File: config.mk
export PLATFORM = sky130hd
export DESIGN_NAME = pulse_monitor
export DESIGN_NICKNAME = d
export VERILOG_FILES = /design/src/rtl/pulse_monitor.sv
export SDC_FILE = /design/constraint.sdc
export NUM_CORES = 1
export LEC_CHECK = 0
export BUFFER_PORTS_ARGS = -buffer_cell sky130_fd_sc_hd__buf_2
export CORE_ASPECT_RATIO = 1.4
export CORE_UTILIZATION = 25
export DETAILED_ROUTE_END_ITERATION = 6
export PLACE_DENSITY = 0.46
export SLEW_MARGIN = 20
export SYNTH_ARGS = -nofsm -noshare
export SYNTH_HDL_FRONTEND = slang
export SYNTH_SLANG_ARGS = --single-unit
export TNS_END_PERCENT = 50
File: constraint.sdc
create_clock -name iSysClk -period 1.7 [get_ports iSysClk]
set_input_delay 0.255 -clock iSysClk [delete_from_list [all_inputs] [get_ports iSysClk]]
set_output_delay 0.255 -clock iSysClk [all_outputs]
set_load 0.005 [all_outputs]
File: src/rtl/pulse_monitor.sv
// Pulse monitor: synchronizes an asynchronous input, strobes its edges and
// measures half-periods in ticks, flagging loss of pulse after a tick limit.
module pulse_monitor #(
  parameter int         pSysClk       = 25000000,
  parameter logic [7:0] pTimeoutTicks = 8'd255,
  parameter logic       pIdleLevel    = 1'b1
) (
  input  logic       iSysClk,
  input  logic       iSysRst,
  input  logic       iPulse,
  input  logic       iClr,
  output logic       oLevel,
  output logic       oRise,
  output logic       oFall,
  output logic [7:0] oPeriod,
  output logic       oPeriodVld,
  output logic       oTimeout
);

  localparam int              TW        = $clog2(pSysClk + 1);
  localparam logic [TW-1:0]   TICK_LAST = TW'(pSysClk - 1);

  typedef enum logic [1:0] {IDLE, MEASURE, LOST} state_e;

  logic          s1_q, s1_d, s2_q, s2_d, s3_q, s3_d;
  logic          rise_q, rise_d, fall_q, fall_d;
  logic [TW-1:0] tick_cnt_q, tick_cnt_d;
  logic [7:0]    cnt_q, cnt_d;
  logic [7:0]    period_q, period_d;
  logic          vld_q, vld_d;
  logic          timeout_q, timeout_d;
  state_e        state_q, state_d;

  logic q_rise, q_fall, q_edge, q_tick;

  always_comb begin
    s1_d   = iPulse;
    s2_d   = s1_q;
    s3_d   = s2_q;
    q_rise = s2_q & ~s3_q;
    q_fall = ~s2_q & s3_q;
    q_edge = q_rise | q_fall;
    rise_d = q_rise;
    fall_d = q_fall;
    q_tick = (tick_cnt_q == TICK_LAST);
  end

  // An edge restarts the tick phase so ticks are counted from the last edge.
  always_comb begin
    tick_cnt_d = tick_cnt_q + 1'b1;
    if (iClr || q_edge || q_tick) tick_cnt_d = '0;
  end

  // NOTE: every output of a combinational block gets a default before any
  // branch; a path that leaves one unassigned would infer a latch.
  always_comb begin
    state_d   = state_q;
    cnt_d     = cnt_q;
    period_d  = period_q;
    vld_d     = 1'b0;
    timeout_d = timeout_q;
    if (iClr) begin
      state_d   = IDLE;
      cnt_d     = '0;
      period_d  = '0;
      timeout_d = 1'b0;
    end else begin
      case (state_q)
        IDLE: begin
          if (q_edge) begin
            state_d = MEASURE;
            cnt_d   = '0;
          end
        end
        MEASURE: begin
          // The edge wins over the limit check; a tick on the edge cycle counts.
          if (q_edge) begin
            period_d = cnt_q + {7'd0, q_tick};
            vld_d    = 1'b1;
            cnt_d    = '0;
          end else if (cnt_q == pTimeoutTicks) begin
            state_d   = LOST;
            timeout_d = 1'b1;
          end else if (q_tick) begin
            cnt_d = cnt_q + 8'd1;
          end
        end
        LOST: begin
          if (q_edge) begin
            state_d   = MEASURE;
            cnt_d     = '0;
            timeout_d = 1'b0;
          end
        end
        default: state_d = IDLE;
      endcase
    end
  end

  // NOTE: state registers use non-blocking assignments so all flops sample
  // their inputs from the same clock edge regardless of statement order.
  always_ff @(posedge iSysClk or negedge iSysRst) begin
    if (!iSysRst) begin
      s1_q       <= pIdleLevel;
      s2_q       <= pIdleLevel;
      s3_q       <= pIdleLevel;
      rise_q     <= 1'b0;
      fall_q     <= 1'b0;
      tick_cnt_q <= '0;
      cnt_q      <= '0;
      period_q   <= '0;
      vld_q      <= 1'b0;
      timeout_q  <= 1'b0;
      state_q    <= IDLE;
    end else begin
      s1_q       <= s1_d;
      s2_q       <= s2_d;
      s3_q       <= s3_d;
      rise_q     <= rise_d;
      fall_q     <= fall_d;
      tick_cnt_q <= tick_cnt_d;
      cnt_q      <= cnt_d;
      period_q   <= period_d;
      vld_q      <= vld_d;
      timeout_q  <= timeout_d;
      state_q    <= state_d;
    end
  end

  assign oLevel     = s2_q;
  assign oRise      = rise_q;
  assign oFall      = fall_q;
  assign oPeriod    = period_q;
  assign oPeriodVld = vld_q;
  assign oTimeout   = timeout_q;

endmodule

Yosys cells after proc, flatten, opt, wreduce, memory -nomap -nowiden
Index checks and enable logic that the tools add are counted.
W data, S select, Z words.

cells by class
  equal/unequal tests = 10
  reduce and logical (&&, ||, !) cells = 12
  add/subtract/negate cells = 3
  bitwise logic cells = 5
  mux-type cells = 23

operator list
  cell                     number
  $mux W8                  8
  $add A25 B1 Y25 const B  1
  $eq A25 B25 Y1 const B   1
  $mux W25                 1
  $pmux W8 S2              1
  $ne A3 B3 Y1 const B     3
  $add A8 B1 Y8            1
  $add A8 B1 Y8 const B    1
  $eq A8 B8 Y1 const B     1
  $mux W2                  4
  $ne A4 B4 Y1 const B     2
  $reduce_and A4 Y1        2
  $mux W1                  7
  $reduce_bool A3 Y1       2
  $pmux W2 S2              1
  $reduce_bool A2 Y1       2
  $ne A3 B1 Y1 const B     1
  $reduce_and A3 Y1        1
  $and A1 B1 Y1            2
  $eq A2 B1 Y1 const B     1
  $eq A2 B2 Y1 const B     1
  $logic_not A2 Y1         1
  $logic_or A1 B1 Y1       2
  $not A1 Y1               2
  other kinds (4)          4

word-level totals
  input bits = 4
  output and inout port bits = 13
  logic and storage cells = 64
  bits in registers = 50

Longest topological paths before layout
Gate-level depths: netlist (run 1).

  word-level depth = 6
  depth in mapped cells = 10
  mapped depth without buffers = 9

Worst setup path after synthesis (run 1)
OpenSTA, ideal clock, no wires.

  kind = register to register
  start = reg s2_q, in the netlist oLevel
  end = reg cnt_q[4]
  clock period less this slack = 1,885 ps
  setup time = 82 ps
  path slack = -185 ps
  data arrival time = 1,803 ps
  required time = 1,618 ps
  path buffers = 1
  stages on the path, launching flop included = 8
  cell sequence = dfstp_2 -> inv_1 -> ha_1 -> and3b_1 -> clkbuf_1 -> o211a_1 -> a41oi_1 -> a31oi_1

on the way
  cells in the longest elaborated chain, start to end = 6
  elaborated cells between the ends (all ways) = 11
  those cells by class = eq/ne (3); mux (3); bitwise (4); reduce/logical (1)

ends and longest elaborated chain
  item                    line  text
  from (decl)             25    logic s1_q, s1_d, s2_q, s2_d, s3_q, s3_d;
  from (signal assigned)  105   s2_q <= pIdleLevel;
  $not A1 Y1              41    q_fall = ~s2_q & s3_q;
  $and A1 B1 Y1           41
  $or A1 B1 Y1 *          42    q_edge = q_rise | q_fall;
  $mux W8                 77    if (q_edge) begin
  $pmux W8 S2             68    case (state_q)
  $mux W8                 62    if (iClr) begin
  to (signal assigned)    122   cnt_q <= cnt_d;
  to (decl)               28    logic [7:0] cnt_q, cnt_d;

Mark *: on every way between the ends. The rest lies on a longest branch, timed or not.
A chain may end at the register's enable or synchronous reset.

Worst setup path after layout (run 1)
  start = reg s2_q, in the netlist oLevel
  end = reg cnt_q[1]

The elaborated chain is that of the path after synthesis.

==> results.tsv, run 1 <==
metric	value	unit
most frequent cells in the layout	buf_4, dfrtp_1, nand2_1, nor2_1, buf_2	
MaxCap Viol Count	0	
most common cell after layout, fill and taps aside	buf_4	
Post-synth EDFFs	0	
ys async rst share	1.00	
final setup fails	15	
TritonRoute pass-1 iters	4	
Sink Count	50	
Top Ports	17	
skew final	0.00458	ns
vias per inst	4.73	
clk slew on worst S/H paths	0.06	ns
Initial DRC Count	62	
violated checks	negative setup slack	
CP Capture Type	register	
critical path fanouts, max	7	
Syn. warnings	0	
type of origin of the critical path	register	
Starting Density	0.258	
Hold Crit Class	in2reg	
RSZ-0062 raised after global routing	true	
maximum vdd ir drop	383	uV
first-pass GRT wire length	10400	um
clk_lat worst skew	0.29	ns
final period utilization	1.07	
Clock Path Buffers	2	
detailed placement HPWL	4380	um
# DRC	0	
share of cells above drive strength 1	0.381	
# diodes	0	
Final Hold Viols	0	
TritonCTS clock tree	built	
#FFs+latches synth	50	
actual slew at the worst max-slew pin	0.456	ns
Die X-Extent	89.3	um
worst setup margin	-0.114	ns
Core ar.	0.0103	mm^2
Syn Nets	270	
Total Routed Length	6330	um
Lkg Pwr	1.56	nW
sequential fraction of the synthesis area	0.471	
pwr/cell area	684	mW/mm^2
Syn Std Cell Area	0.00267	mm^2
initial antenna violation count	0	
largest net degree at the start of global routing	51	
GRT Total Usage	0.120	
Die Y	124	um
critical path arrival	2.02	ns
required time worst endpoint	1.91	ns
Min Hold Slack	0.0721	ns
Final ANT Viol Nets	0	
Distinct cells, synth	43	
worst rel slew slack	0.694	
GP Congestion	0.722	
Worst Setup Path Type	reg2reg	
htree depth	2	
R2R Setup Slk	-0.11	ns
cell area after layout	0.00363	mm^2
Routed WL per cell	13.6	um
I/O Buffers	16	
vias in the first global route	2257	
Cell Rows	44	
status	finished, violations left	
total negative slack	-1.20	ns
via count	2205	
Final Max Slew Viols	0	
Syn Inst Count	260	
Area Growth Syn to Fin	36.3	%
Final Net Count	337	
Placed Area	0.00329	mm^2
minimum clock period	1.81	ns
CTS Buf Count	5	
clock root cell	clkbuf_16	
die area	0.0111	mm^2
Top FF cell, synth	dfrtp_1	
Peak Freq	551	MHz
grt ovf	0	
Avg Cell Area, Syn	10.3	um^2
-- cell usage after synthesis (all sizes together), types with 2 or more instances --
cell type	number	area share
dfrtp	47	0.44
nor2	20	0.029
a21oi	17	0.043
nand2	17	0.024
o21ai	17	0.032
nand3	15	0.028
nand4	12	0.035
buf	11	0.035
xor2	11	0.036
inv	9	0.013
o31ai	7	0.020
or3	7	0.016
or4	7	0.020
a31oi	6	0.014
and3	6	0.014
ha	6	0.028
a41oi	5	0.016
and2	5	0.012
xnor2	5	0.016
and4	4	0.015
clkbuf	4	0.0056
dfstp	3	0.030
nand2b	3	0.0070
a211oi	2	0.0056
a22o	2	0.0066
nor4	2	0.010
-- state kept, by name (all words and copies together), names as in the netlist --
| signal | cells |
|---|---|
| tick_cnt_q | 25 |
| cnt_q | 8 |
| oPeriod | 8 |
| state_q | 2 |
| oFall | 1 |
| oLevel | 1 |
| oPeriodVld | 1 |
| oRise | 1 |
| oTimeout | 1 |
| s1_q | 1 |
| s3_q | 1 |
-- final cells by class --
type | count | area [um^2]
Fill cell | 1084 | 6720
Multi-Input combinational cell | 188 | 1460
Sequential cell | 50 | 1260
Timing Repair Buffer | 73 | 554
Tap cell | 138 | 173
Clock buffer | 7 | 133
Inverter | 9 | 33.8
Clock inverter | 1 | 30.0
-- critical path, cell delays in order, from the launching register on --
cell     delay [ns]
dfstp_2        0.54
inv_2          0.04
ha_4           0.30
buf_6          0.11
nand3_2        0.04
or4_1          0.52
a31oi_1        0.19
-- metrics by stage --
step | power (mW) | instances | utilization | setup slack (ns)
floorplan | 1.31 | 260 | - | -0.0615
global placement | 1.38 | 451 | 0.317 | -0.107
detailed placement | 1.38 | 451 | 0.317 | -0.199
CTS | 2.52 | 460 | 0.338 | -0.103
global route | 2.61 | 466 | 0.351 | -0.198
finish | 2.49 | 466 | 0.351 | -0.114
-- power by group --
group	switching (mW)	internal (mW)
registers	0.0101	1.20
logic	0.100	0.0566
clock network	0.418	0.696
total	0.528	1.96
-- path summary, 6_finish.rpt --
| check | endpoint | cells past startpoint | startpoint |
|---|---|---|---|
| min in group asynchronous | oRise | 3 | iSysRst |
| worst min register to register | oLevel | 0 | s1_q |
| worst max-delay path | cnt_q[1] | 6 | oLevel |
| worst min-delay path | s1_q | 1 | iPulse |
| max in group asynchronous | s1_q | 3 | iSysRst |
| worst max register to register | cnt_q[1] | 6 | oLevel |
-- cell families after synthesis --
| logic type | Yosys count | synth area share |
|---|---|---|
| adders and majority gates | 6 | 0.0282 |
| and+or+nand+nor | 102 | 0.228 |
| AOI/OAI and AO/OA | 61 | 0.164 |
| buffers and inverters | 24 | 0.0530 |
| xor gates and xnor gates | 16 | 0.0526 |
| DFF | 50 | 0.471 |
| muxes | 1 | 0.00375 |
-- what timing repair did --
| action | CTS | global route |
|---|---|---|
| setup buffers | 0 | 4 |
| endpoints found under the setup margin | 22 | 38 |
| pin swaps | 4 | 11 |
| hold buffers | 1 | 0 |
| hold endpoints to repair | 47 | 0 |
| resized for setup | 9 | 20 |
| cloned | 0 | 2 |
-- layer usage --
layer / track usage / up-vias / part of all wire
met5: 0 / - / 0
met4: 0.0466 / 0 / 0.020
met3: 0.0179 / 11 / 0.020
met2: 0.219 / 24 / 0.53
met1: 0.139 / 1079 / 0.43
li1: - / 1091 / -
Power figures use the tool's default switching activity.
==> run 2: changes to the inputs <==
Settings changed: PLACE_DENSITY 0.46 to 0.45.
Clock period 1.7 ns to 1.8 ns, I/O delays scaled along.
==> results.tsv, run 2 (synthesized netlist as in run 1, its figures left out) <==
metric	value	unit
status	complete, no violations	
GRT Total Usage	0.125	
GP Congestion	0.748	
R2R Setup Slk	0.01	ns
Worst R2R Start	tick_cnt_q[7]	
most frequent cells in the layout	dfrtp_1, buf_4, nand2_1, nor2_1, buf_2	
number of flip-flops in the largest register	25	
final setup fails	0	
minimum clock period	1.79	ns
most common cell after layout, fill and taps aside	dfrtp_1	
pwr/cell area	691	mW/mm^2
die area	0.0111	mm^2
share of cells above drive strength 1	0.346	
# diodes	0	
Final Max Slew Viols	0	
Total Routed Length	6120	um
via count	2154	
Cell Rows	44	
Final Hold Viols	0	
Final Net Count	324	
MaxCap Viol Count	0	
Lkg Pwr	1.47	nW
r2r worst-path depth	5	
Worst Hold Path Cells	1	
Die X-Extent	89.3	um
grt ovf	0	
clock root cell	clkbuf_16	
first-pass GRT wire length	10500	um
area of the multi-input gates	0.00139	mm^2
vias in the first global route	2203	
Final ANT Viol Nets	0	
required time worst endpoint	2.01	ns
worst hold start	iPulse	
type of origin of the critical path	register	
Min Hold Slack	0.0777	ns
clk_lat worst skew	0.29	ns
Largest Register	tick_cnt_q	
Area Growth Syn to Fin	30.0	%
Routed WL per cell	13.5	um
FF-to-FF End	cnt_q[1]	
TritonRoute pass-1 iters	4	
initial antenna violation count	0	
detailed placement HPWL	4330	um
Starting Density	0.258	
critical path fanouts, max	3	
skew final	0.00673	ns
I/O Buffers	16	
worst rel slew slack	0.598	
Die Y	124	um
Clock Path Buffers	2	
critical path arrival	2.00	ns
Initial DRC Count	92	
total power	2.40	mW
Fillers	1126	
clk slew on worst S/H paths	0.07	ns
Peak Freq	559	MHz
vias per inst	4.75	
maximum vdd ir drop	312	uV
final period utilization	0.994	
Worst Setup Path Type	reg2reg	
Reg area	0.00125	mm^2
Top Ports	17	
largest net degree at the start of global routing	35	
# DRC	0	
Hold Crit Class	in2reg	
htree depth	2	
TritonCTS clock tree	built	
CTS Buf Count	5	
Sink Count	50	
Core ar.	0.0103	mm^2
CP Capture Type	register	
RSZ-0062 raised after global routing	true	
Hold Path End	s1_q	
actual slew at the worst max-slew pin	0.597	ns
-- run 2: cell count changes in the layout (fill, tap and decap cells not counted), sizes merged --
cell and change:
a211o -2, buf -11
-- run 2: layout make-up --
class | instances | share of cell area
multi-input combinational | 186 | 0.401
sequential | 50 | 0.362
timing repair buffer | 62 | 0.128
tap | 138 | 0.0498
clock buffer | 7 | 0.0411
inverter | 9 | 0.00974
clock inverter | 1 | 0.00866
-- run 2: worst max-delay path by stage --
stage                    from          to  slack [ns]  depth (start not counted)
2_1_floorplan   tick_cnt_q[6]  oPeriod[4]      0.0002                          8
3_3_place_gp    tick_cnt_q[0]  oPeriod[7]       -0.03                          9
3_5_place_dp    tick_cnt_q[6]  oPeriod[5]       -0.06                          8
4_1_cts        tick_cnt_q[10]  oPeriod[7]      -0.002                          8
5_1_grt         tick_cnt_q[7]    cnt_q[1]        -0.1                          5
6_report        tick_cnt_q[7]    cnt_q[1]        0.01                          5
-- run 2: per-stage QoR --
step | setup TNS [ns] | std cells | setup slack (ns) | util | area [um^2]
floorplan | 0 | 260 | 0.000205 | - | 2690
CTS | -0.00280 | 452 | -0.00204 | 0.327 | 3390
global placement | -0.0354 | 441 | -0.0326 | 0.305 | 3160
detailed placement | -0.212 | 441 | -0.0643 | 0.305 | 3160
global route | -0.772 | 453 | -0.0988 | 0.335 | 3470
finish | 0 | 453 | 0.0105 | 0.335 | 3470
-- run 2: critical path, cell delays in order (launching register included) --
cell     delay (ns)
dfrtp_1        0.42
nor4_4         0.30
nand4_2        0.15
buf_4          0.18
or4_1          0.51
a31oi_1        0.15
-- run 2: report_power, final --
group          total [mW]  switching, mW  leakage, nW  internal, mW
logic               0.132         0.0875        0.701        0.0442
registers            1.15        0.00855        0.683          1.14
clock network        1.12          0.424       0.0841         0.696
-- run 2: per-layer routing --
metal / global-route usage / part of all wire
met4: 0.0387 / 0.011
met2: 0.233 / 0.54
met1: 0.140 / 0.43
met3: 0.0245 / 0.026
met5: 0 / 0
-- run 2: repair_timing --
| item | 4_1_cts | 5_1_grt |
|---|---|---|
| buffers inserted | 2 | 1 |
| cloned | 0 | 0 |
| setup endpoints to repair | 10 | 22 |
| hold endpoints to repair | 13 | 0 |
| gates resized for setup | 9 | 22 |
| pin swaps | 6 | 7 |
| hold buffers | 1 | 0 |
